<file path="src/rtl/elastic_buffer_pkg.sv">
// Shared helpers for the elastic buffer: counter sizing and non-power-of-two
// circular pointer advance.
package elastic_buffer_pkg;

  function automatic int unsigned count_width(input int unsigned depth);
    return $clog2(depth + 1);
  endfunction

  // Store holds depth-1 entries, so the last index is depth-2.
  function automatic int unsigned ptr_wrap(input int unsigned ptr, input int unsigned depth);
    return (ptr == depth - 2) ? 0 : ptr + 1;
  endfunction

endpackage

</file>
<file path="src/rtl/elastic_buffer_store.sv">
// (DEPTH-1)-entry circular word store behind the elastic buffer output register.
// Pointers reset asynchronously; the storage array itself is never reset.
module elastic_buffer_store
  import elastic_buffer_pkg::*;
#(
  parameter int unsigned WORD_WIDTH = 8,
  parameter int unsigned DEPTH      = 4
) (
  input  logic                  clk,
  input  logic                  reset_n,
  input  logic                  flush,
  input  logic                  wr_en,
  input  logic [WORD_WIDTH-1:0] wr_data,
  input  logic                  rd_en,
  output logic [WORD_WIDTH-1:0] rd_data
);

  localparam int unsigned ENTRIES = DEPTH - 1;
  localparam int unsigned PW      = (ENTRIES > 1) ? $clog2(ENTRIES) : 1;

  logic [WORD_WIDTH-1:0] mem [ENTRIES];
  logic [PW-1:0]         wr_ptr;
  logic [PW-1:0]         rd_ptr;

  always_ff @(posedge clk or negedge reset_n) begin
    if (!reset_n) begin
      wr_ptr <= '0;
      rd_ptr <= '0;
    end else if (flush) begin
      wr_ptr <= '0;
      rd_ptr <= '0;
    end else begin
      if (wr_en) wr_ptr <= PW'(ptr_wrap(32'(wr_ptr), DEPTH));
      if (rd_en) rd_ptr <= PW'(ptr_wrap(32'(rd_ptr), DEPTH));
    end
  end

  always_ff @(posedge clk) begin
    if (wr_en) mem[wr_ptr] <= wr_data;
  end

  assign rd_data = mem[rd_ptr];

endmodule

</file>
<file path="src/rtl/elastic_buffer.sv">
// DEPTH-word ready/valid elastic buffer with registered handshakes, registered
// output word, occupancy count, almost-full flag and synchronous flush.
module elastic_buffer
  import elastic_buffer_pkg::*;
#(
  parameter int unsigned WORD_WIDTH        = 8,
  parameter int unsigned DEPTH             = 4,
  parameter int unsigned ALMOST_FULL_LEVEL = DEPTH - 1
) (
  input  logic                          clk,
  input  logic                          reset_n,
  input  logic                          i_valid,
  output logic                          i_ready,
  input  logic [WORD_WIDTH-1:0]         i_data,
  output logic                          o_valid,
  input  logic                          o_ready,
  output logic [WORD_WIDTH-1:0]         o_data,
  input  logic                          flush,
  output logic [count_width(DEPTH)-1:0] count,
  output logic                          almost_full
);

  localparam int unsigned CW = count_width(DEPTH);

  logic                  insert;
  logic                  remove;
  logic                  store_empty;
  logic                  load_direct;
  logic                  wr_en;
  logic                  rd_en;
  logic [CW-1:0]         count_next;
  logic [WORD_WIDTH-1:0] store_rd_data;

  always_comb begin
    insert      = i_valid & i_ready;
    remove      = o_valid & o_ready;
    // o_valid tracks count != 0, so the store holds count-1 words when non-empty.
    store_empty = (count <= CW'(1));
    load_direct = 1'b0;
    wr_en       = 1'b0;
    rd_en       = 1'b0;
    count_next  = count + CW'(insert) - CW'(remove);
    if (flush) begin
      count_next = '0;
    end else begin
      load_direct = insert & (~o_valid | remove) & store_empty;
      wr_en       = insert & ~load_direct;
      rd_en       = remove & ~store_empty;
    end
  end

  elastic_buffer_store #(
    .WORD_WIDTH(WORD_WIDTH),
    .DEPTH     (DEPTH)
  ) u_store (
    .clk    (clk),
    .reset_n(reset_n),
    .flush  (flush),
    .wr_en  (wr_en),
    .wr_data(i_data),
    .rd_en  (rd_en),
    .rd_data(store_rd_data)
  );

  always_ff @(posedge clk or negedge reset_n) begin
    if (!reset_n) begin
      o_data <= '0;
    end else if (rd_en) begin
      o_data <= store_rd_data;
    end else if (load_direct) begin
      o_data <= i_data;
    end
  end

  always_ff @(posedge clk or negedge reset_n) begin
    if (!reset_n) begin
      count       <= '0;
      i_ready     <= 1'b1;
      o_valid     <= 1'b0;
      almost_full <= 1'b0;
    end else begin
      count       <= count_next;
      i_ready     <= (count_next < CW'(DEPTH));
      o_valid     <= (count_next != '0);
      almost_full <= (count_next >= CW'(ALMOST_FULL_LEVEL));
    end
  end

endmodule

</file>
<file path="config.mk">
export PLATFORM = sky130hd
export DESIGN_NAME = elastic_buffer
export DESIGN_NICKNAME = d
export VERILOG_FILES = /design/src/rtl/elastic_buffer_pkg.sv /design/src/rtl/elastic_buffer_store.sv /design/src/rtl/elastic_buffer.sv
export SDC_FILE = /design/constraint.sdc
export NUM_CORES = 1
export LEC_CHECK = 0
export ABC_AREA = 0
export CORE_MARGIN = 4
export CORE_UTILIZATION = 53
export DETAILED_ROUTE_END_ITERATION = 8
export GPL_ROUTABILITY_DRIVEN = 0
export PLACE_DENSITY = 0.78
export SYNTH_ARGS = -nofsm -noshare
export SYNTH_HDL_FRONTEND = slang
export SYNTH_SLANG_ARGS = --single-unit
export TNS_END_PERCENT = 30
</file>
<file path="constraint.sdc">
create_clock -name clk -period 3.8 [get_ports clk]
set_input_delay 0.76 -clock clk [delete_from_list [all_inputs] [get_ports clk]]
set_output_delay 0.76 -clock clk [all_outputs]
set_load 0.02 [all_outputs]
</file>
==> run summary <==
* **status** finished, final reports clean
* **worst max-slew margin expressed relative to the limit** 44.6%
* **areal power density over the cells** 659 mW/mm^2
* **area overhead of the layout relative to synthesis** 19.9%
* **vias after detailed routing** 1160
* **I/O pin total** 27
* **starting density of the core** 56.8%
* **Crit Reg-Reg Endpoint** o_valid$_DFF_PN0_
* **top cell type's share of synthesized area** 40.3%
* **Register-to-Register Setup Slack** 1.47 ns
* **core box area** 0.00315 mm^2
* **residual antenna-violating net count after detailed routing** 0
* **Yosys reg bits** 42
* **setup total negative slack** 0 ns
* **count of standard-cell rows** 20
* **async set or reset register ratio after synthesis** 42.9%
* **Tmin final** 2.68 ns
* **commonest cells in the synthesized netlist** edfxtp_1 (24), nand2_1 (20), dfrtp_1 (17)
* **number of endpoints with negative hold slack in the final report** 0
* **startpoint of the most critical setup path** o_ready
* **actual transition at the worst max-transition pin** 0.829 ns
* **critical setup path kind** in2reg
* **detailed-placement wirelength estimate** 2310 um
* **number of buffers between clock root and the deepest sink** 2
* **antenna diode count** 0
* **root buffer cell** clkbuf_4
* **post-synth cell types** 30
* **number of gates given a new drive strength after cts** 0
* **global-route layer with the greatest usage** met2
* **overall global routing resource usage** 17.7%
* **die outline area** 0.00437 mm^2
* **H-tree level count** 2
* **main flop type after synthesis** edfxtp_1
* **pin count of the biggest net entering global routing** 19
* **critical path endpoint** o_valid$_DFF_PN0_
* **setup repair after global routing missed its margin** no
* **wire length after detailed routing** 3260 um
* **Die Span X** 66.1 um
* **# port buffers** 26
* **setup slack after layout** 1.12 ns
* **remaining global-route overflow** 0
* **max-cap violation count** 0
* **Routed wire per std cell** 15.1 um
* **cell total after placement** 208
* **buffers inserted during post-CTS setup optimization** 0
* **vias in the first global route** 1149
* **worst min-delay path class** reg2reg
* **number of standard cells in the final layout excluding fillers** 216
* **final clock skew** 0.0130 ns
* **Post-Synthesis Cells** 141
* **max frequency** 0.374 GHz
* **DRC violations left** 0
* **DRC violation total after the first TritonRoute iteration** 97
* **GR met3 Demand/Resource** 5.78%
* **CP arrival** 2.93 ns
* **final clock period utilization by the worst path** 70.4%
* **GRT met1 Usage** 21.8%
* **cell type contributing the most total cell area after synthesis** edfxtp_1
* **CTS tree** done
* **CP Max Fanout** 7
* **cell with the most instances after synthesis** edfxtp_1
* **latest clock arrival within the worst-skew pair** 0.36 ns
* **cell count of the worst reg-to-reg path** 10
* **number of flops mapped to enable cells by yosys** 24
* **final number of max-transition violations** 0
* **required time at the endpoint of the critical path** 4.06 ns
* **CP startpoint kind** input port
* **IR drop worst, VDD** 0.000381 V
* **Synth warnings** 0
* **post-synthesis sequential area ratio** 65.5%
* **pre-CTS setup slack** 0.731 ns
* **per-cell via count in the routed design** 5.37
* **number of buffers created by CTS** 5
* **count of TritonRoute iterations in the first routing pass** 4
* **total standard cell area after synthesis** 0.00179 mm^2
* **endpoint kind of the worst setup timing path** register
* **global-route wire length before repair** 5550 um
* **leakage power summed over all cells** 0.000811 uW
* **Synthesized Nets** 158
* **die height** 66.1 um
* **Clock Pin Slew Worst Setup and Hold Paths** 0.13 ns
* **number of nets in the finished design** 188
* **share of cells above drive strength 1** 9.30%
* **met2 capacity usage during global routing** 28.5%
* **Clock Sinks** 42
* **final number of setup-violating endpoints** 0
* **top area cells in the synthesized netlist** edfxtp_1 (40%), dfrtp_1 (24%), mux2i_1 (5.0%), nand2_1 (4.2%), o211ai_1 (3.4%)
* **number of hold buffers added after CTS** 0
* **launch point of the worst reg-to-reg path** o_valid$_DFF_PN0_
* **post-synthesis average cell area** 12.7 um^2
* **number of antenna violations at the first check in global routing** 0
## report_power, final
part,internal [uW],switching [uW]
Clock,72.0,150
Sequential,579,65.5
Combinational,253,295
Total,904,511
## layout by cell type (no fill, tap or decap), types with 4 or more instances in the layout
cell             instances
nand2_1                 20
nor2_1                  13
dfrtp_1                 17
mux2i_1                  9
inv_1                    6
clkdlybuf4s50_1         26
o211ai_1                 8
clkbuf_4                 5
a21oi_1                  4
edfxtp_1                24
a31oi_1                  8
## sequential cells by signal, summed over array words and instances (netlist names)
register        count
o_valid             1
almost_full         1
u_store.mem        24
u_store.rd_ptr      2
i_ready             1
count               3
u_store.wr_ptr      2
o_data              8
## worst max-delay path: stages
cell and delay, ns:
clkdlybuf4s50_1 0.45, nand2_1 0.20, inv_2 0.05, ha_1 0.28, inv_1 0.06, ha_1 0.13
inv_1 0.04, fa_1 0.37, xnor2_1 0.18, nor2_1 0.08, or3_1 0.33
## area by class of cell
| class | count | area (um^2) |
|---|---|---|
| Inverter | 8 | 30.0 |
| Clock inverter | 3 | 21.3 |
| Timing Repair Buffer | 29 | 283 |
| Fill cell | 242 | 1010 |
| Sequential cell | 42 | 1170 |
| Clock buffer | 5 | 37.5 |
| Tap cell | 44 | 55.1 |
| Multi-Input combinational cell | 85 | 548 |
## cell families after synthesis
| family | Yosys count | synth area share, % |
|---|---|---|
| simple gates | 47 | 12.1 |
| flops | 42 | 65.5 |
| compound gates | 24 | 9.78 |
| buf+inv | 14 | 3.91 |
| mux | 9 | 5.03 |
| fa+ha+maj | 4 | 3.21 |
| xor+xnor | 1 | 0.489 |
## worst min path at each step
| stage | startpoint | to | cells past startpoint | slack (ns) |
|---|---|---|---|---|
| finish | o_data[0]$_DFFE_PN0P_ | o_data[0]$_DFFE_PN0P_ | 2 | 0.56 |
| global route | o_data[3]$_DFFE_PN0P_ | o_data[3]$_DFFE_PN0P_ | 2 | 0.59 |
| CTS | o_data[0]$_DFFE_PN0P_ | o_data[0]$_DFFE_PN0P_ | 2 | 0.57 |
| global placement | o_data[0]$_DFFE_PN0P_ | o_data[0]$_DFFE_PN0P_ | 2 | 0.53 |
| detailed placement | o_data[0]$_DFFE_PN0P_ | o_data[0]$_DFFE_PN0P_ | 2 | 0.55 |
| floorplan | reset_n | almost_full$_DFF_PN0_ | 0 | 0.46 |
## metrics by stage
step	power [uW]	instance area, um^2	hold WS (ns)	util (%)
detailed placement	1210	2090	0.551	66.2
finish	1420	2150	0.560	68.1
global placement	1190	2090	0.533	66.2
global route	1520	2150	0.591	68.1
CTS	1430	2150	0.569	68.1
floorplan	1000	1790	0.464	-
## metal layers
layer  share of wire [%]  wire, um
met1                  41      1330
met2                  51      1670
met3                 5.9       192
met4                 2.3        74
met5                   0         0
No activity file was read; power rests on OpenSTA's default activity.
